<file path="src/rtl/id_rename_if.sv">
// Bundle of every rename-stage signal except clock and reset.
// ID_RENAME_PERF_EN adds the perf_renamed / perf_stall counters.
interface id_rename_if #(
  parameter int XLEN  = 32,
  parameter int NREG  = 32,
  parameter int TAG_W = 4,
  parameter int CDB_N = 2,
  parameter int OP_W  = 10,
  parameter int RW    = $clog2(NREG)
);
  logic                    flush;
  logic                    in_valid;
  logic                    in_ready;
  logic [OP_W-1:0]         in_op;
  logic [RW-1:0]           in_rs1;
  logic [RW-1:0]           in_rs2;
  logic [RW-1:0]           in_rd;
  logic                    in_we;
  logic [XLEN-1:0]         in_imm1;
  logic [XLEN-1:0]         in_imm2;
  logic [XLEN-1:0]         in_rd1;
  logic [XLEN-1:0]         in_rd2;
  logic                    alloc_valid;
  logic [TAG_W-1:0]        alloc_tag;
  logic                    alloc_take;
  logic [TAG_W-1:0]        rob_q1;
  logic [TAG_W-1:0]        rob_q2;
  logic                    rob_rdy1;
  logic                    rob_rdy2;
  logic [XLEN-1:0]         rob_val1;
  logic [XLEN-1:0]         rob_val2;
  logic [CDB_N-1:0]        cdb_valid;
  logic [CDB_N*TAG_W-1:0]  cdb_tag;
  logic [CDB_N*XLEN-1:0]   cdb_data;
  logic                    commit_valid;
  logic [RW-1:0]           commit_rd;
  logic [TAG_W-1:0]        commit_tag;
  logic                    out_valid;
  logic                    out_ready;
  logic [OP_W-1:0]         out_op;
  logic [XLEN-1:0]         out_vj;
  logic [XLEN-1:0]         out_vk;
  logic [TAG_W-1:0]        out_qj;
  logic [TAG_W-1:0]        out_qk;
  logic                    out_rj;
  logic                    out_rk;
  logic [TAG_W-1:0]        out_tag;
  logic                    out_we;
  logic [RW-1:0]           out_rd;
`ifdef ID_RENAME_PERF_EN
  logic [31:0]             perf_renamed;
  logic [31:0]             perf_stall;
`endif

  modport slave (
    input  flush, in_valid, in_op, in_rs1, in_rs2, in_rd, in_we, in_imm1, in_imm2,
           in_rd1, in_rd2, alloc_valid, alloc_tag, rob_rdy1, rob_rdy2, rob_val1,
           rob_val2, cdb_valid, cdb_tag, cdb_data, commit_valid, commit_rd,
           commit_tag, out_ready,
    output in_ready, alloc_take, rob_q1, rob_q2, out_valid, out_op, out_vj, out_vk,
           out_qj, out_qk, out_rj, out_rk, out_tag, out_we, out_rd
`ifdef ID_RENAME_PERF_EN
           , perf_renamed, perf_stall
`endif
  );

  modport master (
    output flush, in_valid, in_op, in_rs1, in_rs2, in_rd, in_we, in_imm1, in_imm2,
           in_rd1, in_rd2, alloc_valid, alloc_tag, rob_rdy1, rob_rdy2, rob_val1,
           rob_val2, cdb_valid, cdb_tag, cdb_data, commit_valid, commit_rd,
           commit_tag, out_ready,
    input  in_ready, alloc_take, rob_q1, rob_q2, out_valid, out_op, out_vj, out_vk,
           out_qj, out_qk, out_rj, out_rk, out_tag, out_we, out_rd
`ifdef ID_RENAME_PERF_EN
           , perf_renamed, perf_stall
`endif
  );
endinterface

</file>
<file path="src/rtl/id_rename.sv">
// Rename/issue stage: register status table, CDB/ROB operand bypass, one-entry output register.
// ID_RENAME_PERF_EN adds wrapping accept and stall counters.
module id_rename #(
  parameter int XLEN  = 32,
  parameter int NREG  = 32,
  parameter int TAG_W = 4,
  parameter int CDB_N = 2,
  parameter int OP_W  = 10
) (
  input logic       clk,
  input logic       reset,
  id_rename_if.slave bus
);
  localparam int RW = $clog2(NREG);

  typedef struct packed {
    logic             rdy;
    logic [TAG_W-1:0] q;
    logic [XLEN-1:0]  v;
  } src_t;

  typedef struct packed {
    logic            hit;
    logic [XLEN-1:0] data;
  } snoop_t;

  logic [NREG-1:0]  busy;
  logic [TAG_W-1:0] tag_tab [NREG];
  logic             accept;

  logic [CDB_N-1:0] cdb_v;
  logic [TAG_W-1:0] cdb_t [CDB_N];
  logic [XLEN-1:0]  cdb_d [CDB_N];

  src_t   src1, src2;
  snoop_t snoop_j, snoop_k;

  always_comb begin
    cdb_v = bus.cdb_valid;
    for (int p = 0; p < CDB_N; p++) begin
      cdb_t[p] = bus.cdb_tag[p*TAG_W +: TAG_W];
      cdb_d[p] = bus.cdb_data[p*XLEN +: XLEN];
    end
  end

  // Scans from the top port down so the lowest matching port is the last write.
  function automatic snoop_t cdb_match(input logic [TAG_W-1:0] t);
    cdb_match = '0;
    for (int p = CDB_N - 1; p >= 0; p--) begin
      if (cdb_v[p] && cdb_t[p] == t) begin
        cdb_match.hit  = 1'b1;
        cdb_match.data = cdb_d[p];
      end
    end
  endfunction

  function automatic src_t resolve(input logic [RW-1:0]   idx,
                                   input logic [XLEN-1:0] imm,
                                   input logic [XLEN-1:0] rf,
                                   input logic            rob_rdy,
                                   input logic [XLEN-1:0] rob_val);
    snoop_t s;
    resolve = '0;
    s = cdb_match(tag_tab[idx]);
    if (idx == '0) begin
      resolve.rdy = 1'b1;
      resolve.v   = imm;
    end else if (!busy[idx]) begin
      resolve.rdy = 1'b1;
      resolve.v   = rf;
    end else if (s.hit) begin
      resolve.rdy = 1'b1;
      resolve.v   = s.data;
    end else if (rob_rdy) begin
      resolve.rdy = 1'b1;
      resolve.v   = rob_val;
    end else begin
      resolve.q   = tag_tab[idx];
    end
  endfunction

  assign bus.in_ready   = !bus.flush && bus.alloc_valid && (!bus.out_valid || bus.out_ready);
  assign accept         = bus.in_valid && bus.in_ready;
  assign bus.alloc_take = accept;
  assign bus.rob_q1     = tag_tab[bus.in_rs1];
  assign bus.rob_q2     = tag_tab[bus.in_rs2];

  // NOTE: each always_comb result comes from a function that assigns '0 first, so no path leaves a latch.
  always_comb begin
    src1    = resolve(bus.in_rs1, bus.in_imm1, bus.in_rd1, bus.rob_rdy1, bus.rob_val1);
    src2    = resolve(bus.in_rs2, bus.in_imm2, bus.in_rd2, bus.rob_rdy2, bus.rob_val2);
    snoop_j = cdb_match(bus.out_qj);
    snoop_k = cdb_match(bus.out_qk);
  end

  // NOTE: the tag table is a memory but is reset anyway, because the rob_q outputs must read 0 out of reset.
  always_ff @(posedge clk or posedge reset) begin
    if (reset) begin
      busy <= '0;
      for (int r = 0; r < NREG; r++) tag_tab[r] <= '0;
    end else if (bus.flush) begin
      busy <= '0;
    end else begin
      if (bus.commit_valid && tag_tab[bus.commit_rd] == bus.commit_tag)
        busy[bus.commit_rd] <= 1'b0;
      // NOTE: non-blocking, so this later write overrides a same-register commit clear above.
      if (accept && bus.in_we && bus.in_rd != '0) begin
        busy[bus.in_rd]    <= 1'b1;
        tag_tab[bus.in_rd] <= bus.alloc_tag;
      end
    end
  end

  always_ff @(posedge clk or posedge reset) begin
    if (reset) begin
      bus.out_valid <= 1'b0;
      bus.out_op    <= '0;
      bus.out_vj    <= '0;
      bus.out_vk    <= '0;
      bus.out_qj    <= '0;
      bus.out_qk    <= '0;
      bus.out_rj    <= 1'b0;
      bus.out_rk    <= 1'b0;
      bus.out_tag   <= '0;
      bus.out_we    <= 1'b0;
      bus.out_rd    <= '0;
    end else if (bus.flush) begin
      bus.out_valid <= 1'b0;
    end else if (accept) begin
      bus.out_valid <= 1'b1;
      bus.out_op    <= bus.in_op;
      bus.out_vj    <= src1.v;
      bus.out_vk    <= src2.v;
      bus.out_qj    <= src1.q;
      bus.out_qk    <= src2.q;
      bus.out_rj    <= src1.rdy;
      bus.out_rk    <= src2.rdy;
      bus.out_tag   <= bus.alloc_tag;
      bus.out_we    <= bus.in_we;
      bus.out_rd    <= bus.in_rd;
    end else begin
      if (bus.out_ready) bus.out_valid <= 1'b0;
      if (bus.out_valid && !bus.out_rj && snoop_j.hit) begin
        bus.out_rj <= 1'b1;
        bus.out_vj <= snoop_j.data;
      end
      if (bus.out_valid && !bus.out_rk && snoop_k.hit) begin
        bus.out_rk <= 1'b1;
        bus.out_vk <= snoop_k.data;
      end
    end
  end

`ifdef ID_RENAME_PERF_EN
  always_ff @(posedge clk or posedge reset) begin
    if (reset) begin
      bus.perf_renamed <= '0;
      bus.perf_stall   <= '0;
    end else begin
      if (accept) bus.perf_renamed <= bus.perf_renamed + 32'd1;
      if (bus.in_valid && !bus.in_ready) bus.perf_stall <= bus.perf_stall + 32'd1;
    end
  end
`endif
endmodule

</file>
<file path="src/flat_wrapper.sv">
// flat-port wrapper written by rule: the top's interface ports become plain ports
module id_rename_flat 
#(
  parameter int XLEN  = 32,
  parameter int NREG  = 32,
  parameter int TAG_W = 4,
  parameter int CDB_N = 2,
  parameter int OP_W  = 10
)
  (clk, reset, bus_flush, bus_in_valid, bus_in_op, bus_in_rs1, bus_in_rs2, bus_in_rd, bus_in_we, bus_in_imm1, bus_in_imm2, bus_in_rd1, bus_in_rd2, bus_alloc_valid, bus_alloc_tag, bus_rob_rdy1, bus_rob_rdy2, bus_rob_val1, bus_rob_val2, bus_cdb_valid, bus_cdb_tag, bus_cdb_data, bus_commit_valid, bus_commit_rd, bus_commit_tag, bus_out_ready, bus_in_ready, bus_alloc_take, bus_rob_q1, bus_rob_q2, bus_out_valid, bus_out_op, bus_out_vj, bus_out_vk, bus_out_qj, bus_out_qk, bus_out_rj, bus_out_rk, bus_out_tag, bus_out_we, bus_out_rd);
  id_rename_if #(.XLEN(XLEN), .NREG(NREG), .TAG_W(TAG_W), .CDB_N(CDB_N), .OP_W(OP_W)) bus_i ();
  input logic clk;
  input logic reset;
  input wire logic [$bits(bus_i.flush)-1:0] bus_flush;
  input wire logic [$bits(bus_i.in_valid)-1:0] bus_in_valid;
  input wire logic [$bits(bus_i.in_op)-1:0] bus_in_op;
  input wire logic [$bits(bus_i.in_rs1)-1:0] bus_in_rs1;
  input wire logic [$bits(bus_i.in_rs2)-1:0] bus_in_rs2;
  input wire logic [$bits(bus_i.in_rd)-1:0] bus_in_rd;
  input wire logic [$bits(bus_i.in_we)-1:0] bus_in_we;
  input wire logic [$bits(bus_i.in_imm1)-1:0] bus_in_imm1;
  input wire logic [$bits(bus_i.in_imm2)-1:0] bus_in_imm2;
  input wire logic [$bits(bus_i.in_rd1)-1:0] bus_in_rd1;
  input wire logic [$bits(bus_i.in_rd2)-1:0] bus_in_rd2;
  input wire logic [$bits(bus_i.alloc_valid)-1:0] bus_alloc_valid;
  input wire logic [$bits(bus_i.alloc_tag)-1:0] bus_alloc_tag;
  input wire logic [$bits(bus_i.rob_rdy1)-1:0] bus_rob_rdy1;
  input wire logic [$bits(bus_i.rob_rdy2)-1:0] bus_rob_rdy2;
  input wire logic [$bits(bus_i.rob_val1)-1:0] bus_rob_val1;
  input wire logic [$bits(bus_i.rob_val2)-1:0] bus_rob_val2;
  input wire logic [$bits(bus_i.cdb_valid)-1:0] bus_cdb_valid;
  input wire logic [$bits(bus_i.cdb_tag)-1:0] bus_cdb_tag;
  input wire logic [$bits(bus_i.cdb_data)-1:0] bus_cdb_data;
  input wire logic [$bits(bus_i.commit_valid)-1:0] bus_commit_valid;
  input wire logic [$bits(bus_i.commit_rd)-1:0] bus_commit_rd;
  input wire logic [$bits(bus_i.commit_tag)-1:0] bus_commit_tag;
  input wire logic [$bits(bus_i.out_ready)-1:0] bus_out_ready;
  output wire logic [$bits(bus_i.in_ready)-1:0] bus_in_ready;
  output wire logic [$bits(bus_i.alloc_take)-1:0] bus_alloc_take;
  output wire logic [$bits(bus_i.rob_q1)-1:0] bus_rob_q1;
  output wire logic [$bits(bus_i.rob_q2)-1:0] bus_rob_q2;
  output wire logic [$bits(bus_i.out_valid)-1:0] bus_out_valid;
  output wire logic [$bits(bus_i.out_op)-1:0] bus_out_op;
  output wire logic [$bits(bus_i.out_vj)-1:0] bus_out_vj;
  output wire logic [$bits(bus_i.out_vk)-1:0] bus_out_vk;
  output wire logic [$bits(bus_i.out_qj)-1:0] bus_out_qj;
  output wire logic [$bits(bus_i.out_qk)-1:0] bus_out_qk;
  output wire logic [$bits(bus_i.out_rj)-1:0] bus_out_rj;
  output wire logic [$bits(bus_i.out_rk)-1:0] bus_out_rk;
  output wire logic [$bits(bus_i.out_tag)-1:0] bus_out_tag;
  output wire logic [$bits(bus_i.out_we)-1:0] bus_out_we;
  output wire logic [$bits(bus_i.out_rd)-1:0] bus_out_rd;
  assign bus_i.flush = bus_flush;
  assign bus_i.in_valid = bus_in_valid;
  assign bus_i.in_op = bus_in_op;
  assign bus_i.in_rs1 = bus_in_rs1;
  assign bus_i.in_rs2 = bus_in_rs2;
  assign bus_i.in_rd = bus_in_rd;
  assign bus_i.in_we = bus_in_we;
  assign bus_i.in_imm1 = bus_in_imm1;
  assign bus_i.in_imm2 = bus_in_imm2;
  assign bus_i.in_rd1 = bus_in_rd1;
  assign bus_i.in_rd2 = bus_in_rd2;
  assign bus_i.alloc_valid = bus_alloc_valid;
  assign bus_i.alloc_tag = bus_alloc_tag;
  assign bus_i.rob_rdy1 = bus_rob_rdy1;
  assign bus_i.rob_rdy2 = bus_rob_rdy2;
  assign bus_i.rob_val1 = bus_rob_val1;
  assign bus_i.rob_val2 = bus_rob_val2;
  assign bus_i.cdb_valid = bus_cdb_valid;
  assign bus_i.cdb_tag = bus_cdb_tag;
  assign bus_i.cdb_data = bus_cdb_data;
  assign bus_i.commit_valid = bus_commit_valid;
  assign bus_i.commit_rd = bus_commit_rd;
  assign bus_i.commit_tag = bus_commit_tag;
  assign bus_i.out_ready = bus_out_ready;
  assign bus_in_ready = bus_i.in_ready;
  assign bus_alloc_take = bus_i.alloc_take;
  assign bus_rob_q1 = bus_i.rob_q1;
  assign bus_rob_q2 = bus_i.rob_q2;
  assign bus_out_valid = bus_i.out_valid;
  assign bus_out_op = bus_i.out_op;
  assign bus_out_vj = bus_i.out_vj;
  assign bus_out_vk = bus_i.out_vk;
  assign bus_out_qj = bus_i.out_qj;
  assign bus_out_qk = bus_i.out_qk;
  assign bus_out_rj = bus_i.out_rj;
  assign bus_out_rk = bus_i.out_rk;
  assign bus_out_tag = bus_i.out_tag;
  assign bus_out_we = bus_i.out_we;
  assign bus_out_rd = bus_i.out_rd;
  id_rename #(.XLEN(XLEN), .NREG(NREG), .TAG_W(TAG_W), .CDB_N(CDB_N), .OP_W(OP_W)) u_core (.clk(clk), .reset(reset), .bus(bus_i));
endmodule
</file>
<file path="config.mk">
export PLATFORM = sky130hd
export DESIGN_NAME = id_rename_flat
export DESIGN_NICKNAME = d
export VERILOG_FILES = /design/src/rtl/id_rename_if.sv /design/src/rtl/id_rename.sv /design/src/flat_wrapper.sv
export SDC_FILE = /design/constraint.sdc
export NUM_CORES = 1
export LEC_CHECK = 0
export BUFFER_PORTS_ARGS = -buffer_cell sky130_fd_sc_hd__buf_2
export CORE_ASPECT_RATIO = 2
export CORE_MARGIN = 2
export CORE_UTILIZATION = 44
export CTS_CLUSTER_DIAMETER = 80
export DETAILED_ROUTE_END_ITERATION = 6
export PLACE_DENSITY = 0.64
export SLEW_MARGIN = 40
export SYNTH_ARGS = -nofsm -noshare
export SYNTH_HDL_FRONTEND = slang
export SYNTH_SLANG_ARGS = --single-unit
</file>
<file path="constraint.sdc">
create_clock -name clk -period 25 [get_ports clk]
set_clock_uncertainty 0.1 [all_clocks]
set_input_delay 6.25 -clock clk [delete_from_list [all_inputs] [get_ports clk]]
set_output_delay 6.25 -clock clk [all_outputs]
set_load 0.05 [all_outputs]
</file>
==> out/qor.csv <==
stage,metric,value,unit
logic_synthesis,async_flop_share,100,%
final_layout,fill_cells,3873,
power,powerDensity,57.5,nW/µm²
timing,final-max-slew-violation-count,0,
placed_design,io_buffers,418,
cts,cts.repair.resized,0,
floorplan,die_h,288,µm
timing,hold_violations,0,
logic_synthesis,syn_area_per_cell,9.87,µm²
route,vias_per_cell,6.59,
cts,cts_root_buffer,clkbuf_16,
placed_design,gp_congestion,1.04,
logic_synthesis,yosysMostFrequentCell,dfrtp_1,
cts,cts_setup_buffers,0,
worst_setup_path,critical_path_buf_inv_count,4,
logic_synthesis,synth_common_cells,"dfrtp_1, nand2_1, mux2_2",
floorplan,rows,104,
timing,rsz0062_at_grt,false,
floorplan,start_util,44.3,%
route,drt-total-wl,85900,µm
global_route,grt_pass1_wl,122000,µm
power,p_seq_share,38.8,%
logic_synthesis,ys_seq_area_share,35.9,%
timing,fmax,65.7,MHz
logic_synthesis,synth_top_cell_area_share,35.9,%
outcome,status,"complete, no violations",
global_route,antenna_found_initial,13,
worst_setup_path,worst-path-max-fanout,31,
floorplan,fp.dieW,146,µm
logic_synthesis,synth_fa_ha_area_share,0,%
final_layout,area_delta_synth_final,18.3,%
floorplan,die_area,42100,µm²
logic_synthesis,ys.warnings.count,0,
power,ir_drop,0.0570,mV
worst_setup_path,max_stage_delay,590,ps
placed_design,place_ws,10000,ps
power,p_switching,0.439,mW
logic_synthesis,syn-num-nets,2112,
worst_setup_path,cp_cell_sequence,buf_2 -> buf_4 -> mux4_2 -> and3b_1 -> nor3_1 -> a22o_1 -> inv_1 -> buf_2,
logic_synthesis,synth_compound_area_share,18.2,%
power,p_leak,9.43,nW
route,remaining_drc_errors,0,
timing,layout_setup_ws,9770,ps
timing,tns,0,ps
worst_setup_path,crit_required,18650,ps
route,drt_iter0_markers,1467,
worst_setup_path,path_delay_family,buffers and inverters,
worst_setup_path,critPathKind,primary input to output pin,
global_route,track_usage,39.8,%
cts,holdBufCountCts,0,
placed_design,dp_cells,2610,
logic_synthesis,netlist_area,17800,µm²
global_route,grt_overflow,0,
timing,fin_crit_sh,60.9,%
route,final_antenna_net_count,0,
route,vias,17600,
global_route,grt_pass1_vias,17800,
placed_design,dp_hpwl,65000,µm
cts,htree_levels,1,
route,wl_per_cell,32.2,µm
logic_synthesis,yosys-mux-area-fraction,26.0,%
power,intPower,0.767,mW
cts,numCtsBuffers,26,
final_layout,num-nets-final,2422,
logic_synthesis,synth-xor-area-share,1.58,%
cts,clock_sinks,255,
cts,clk_path_buf_depth,3,
logic_synthesis,netlist-cell-type-count,69,
global_route,grt_max_degree,118,
timing,period_needed,15230,ps
timing,worst_slew_pin_slew,869,ps
timing,finalSetupViolCount,0,
timing,maxSlewHeadroom,41.9,%
logic_synthesis,synth-seq-cells,255,
worst_setup_path,start_kind,primary input,
power,p_total,1.21,mW
route,firstDrtPassIters,6,
cts,path_clk_slew,70,ps
cts,cts_tree,done,
logic_synthesis,synth-simple-area-share,13.7,%
worst_setup_path,cp-end-kind,output pin,
logic_synthesis,yosysTopAreaCell,dfrtp_1,
worst_setup_path,crit_path_top_delay_cell,nor3_1,
logic_synthesis,synth_area_leaders,"dfrtp_1, mux4_2, mux2_2",
worst_setup_path,path_common_cell,buf_2,
final_layout,layout-drive-gt1-share,34.6,%
power,swShare,36.4,%
floorplan,ios,419,
logic_synthesis,synthFlopType,dfrtp_1,
job,maxCapViolCount,0,
logic_synthesis,synth_top_family_by_area,multiplexers,
floorplan,design.core.area,40100,µm²
logic_synthesis,syn_inst,1798,
logic_synthesis,synth_edf_count,0,
cts,insertion_delay,570,ps
final_layout,stdcell_count,2665,
power,p_clk_share,34.7,%
worst_hold_path,hp-class,register to register,
power,combPwrFrac,26.5,%
worst_setup_path,crit_arrival,8880,ps
[area by class of cell]
cell class | count | area [µm²] | area share [%]
Multi-Input combinational cell | 1366 | 10600 | 50.7
Clock buffer | 33 | 738 | 3.52
Inverter | 12 | 57.6 | 0.274
Antenna cell | 9 | 22.5 | 0.107
Clock inverter | 13 | 144 | 0.685
Tap cell | 530 | 663 | 3.16
Sequential cell | 255 | 6380 | 30.4
Timing Repair Buffer | 447 | 2340 | 11.1
[worst paths after layout]
| check | slack [ps] | to | depth (start not counted) | startpoint |
|---|---|---|---|---|
| max in group asynchronous | 17240 | u_core.bus.out_vk[24]$_DFFE_PP0P_ | 4 | reset |
| min reg2reg | 380 | u_core.bus.out_rd[3]$_DFFE_PP0P_ | 2 | u_core.bus.out_rd[3]$_DFFE_PP0P_ |
| max | 9770 | bus_rob_q2[2] | 8 | bus_in_rs2[1] |
| min in group asynchronous | 5680 | u_core.bus.out_vj[15]$_DFFE_PP0P_ | 2 | reset |
| max reg2reg | 20560 | u_core.bus.out_vk[7]$_DFFE_PP0P_ | 11 | u_core.tag_tab[42]$_DFFE_PP0P_ |
| min | 380 | u_core.bus.out_rd[3]$_DFFE_PP0P_ | 2 | u_core.bus.out_rd[3]$_DFFE_PP0P_ |
[metal layers]
metal	up-vias	share of wire, %	track usage, %
met5	-	0.12	0
met2	1095	49	69.2
li1	7395	-	-
met3	380	7.9	8.45
met1	8679	30	38.5
met4	16	13	39.1
[layout by cell type (no fill, tap or decap), types with 38 or more instances in the layout]
cell	count
a21oi_1	99
a22oi_1	71
buf_2	417
dfrtp_1	255
mux2_2	142
mux2i_1	125
mux4_2	73
nand2_1	153
nor2_1	126
nor2b_1	48
nor3_1	47
o211ai_1	38
o21ai_0	78
o21ai_1	38
[kinds of logic (layout without fill, tap and decap cells)]
group,count (synthesis),in the layout
other,0,9
buffers and inverters,177,505
xor gates and xnor gates,32,32
AOI/OAI and AO/OA,483,483
DFF,255,255
and+or+nand+nor,500,500
muxes,351,351
[metrics by stage]
step | hold WS, ps | cell area [µm²] | util [%]
after floorplan | 359 | 17800 | -
after global placement | 342 | 20000 | 50.0
after detailed placement | 357 | 20100 | 50.1
after CTS | 374 | 21000 | 52.3
after global routing | 378 | 21000 | 52.3
final | 381 | 21000 | 52.4
[power by group through the flow]
| stage | sequential (mW) | combinational, mW | clock [mW] |
|---|---|---|---|
| final | 0.468 | 0.320 | 0.419 |
| after global routing | 0.470 | 0.335 | 0.437 |
| after CTS | 0.466 | 0.317 | 0.423 |
| after detailed placement | 0.474 | 0.316 | 0 |
| after global placement | 0.473 | 0.312 | 0 |
| after floorplan | 0.558 | 0.117 | 0 |
[sequential cells by signal, indices dropped and copies added (netlist names)]
register,count
u_core.bus.out_valid,1
u_core.bus.out_qj,4
u_core.bus.out_vk,32
u_core.busy,32
u_core.bus.out_tag,4
u_core.bus.out_op,10
u_core.bus.out_rj,1
u_core.bus.out_qk,4
u_core.bus.out_rk,1
u_core.bus.out_rd,5
u_core.tag_tab,128
u_core.bus.out_vj,32
u_core.bus.out_we,1
[tightest hold or removal path: stages (launching register included)]
cell and delay, ps:
dfrtp_1 340, nand2_1 50, nand2_1 60
Note: power is estimated with default switching activity, not from simulation.
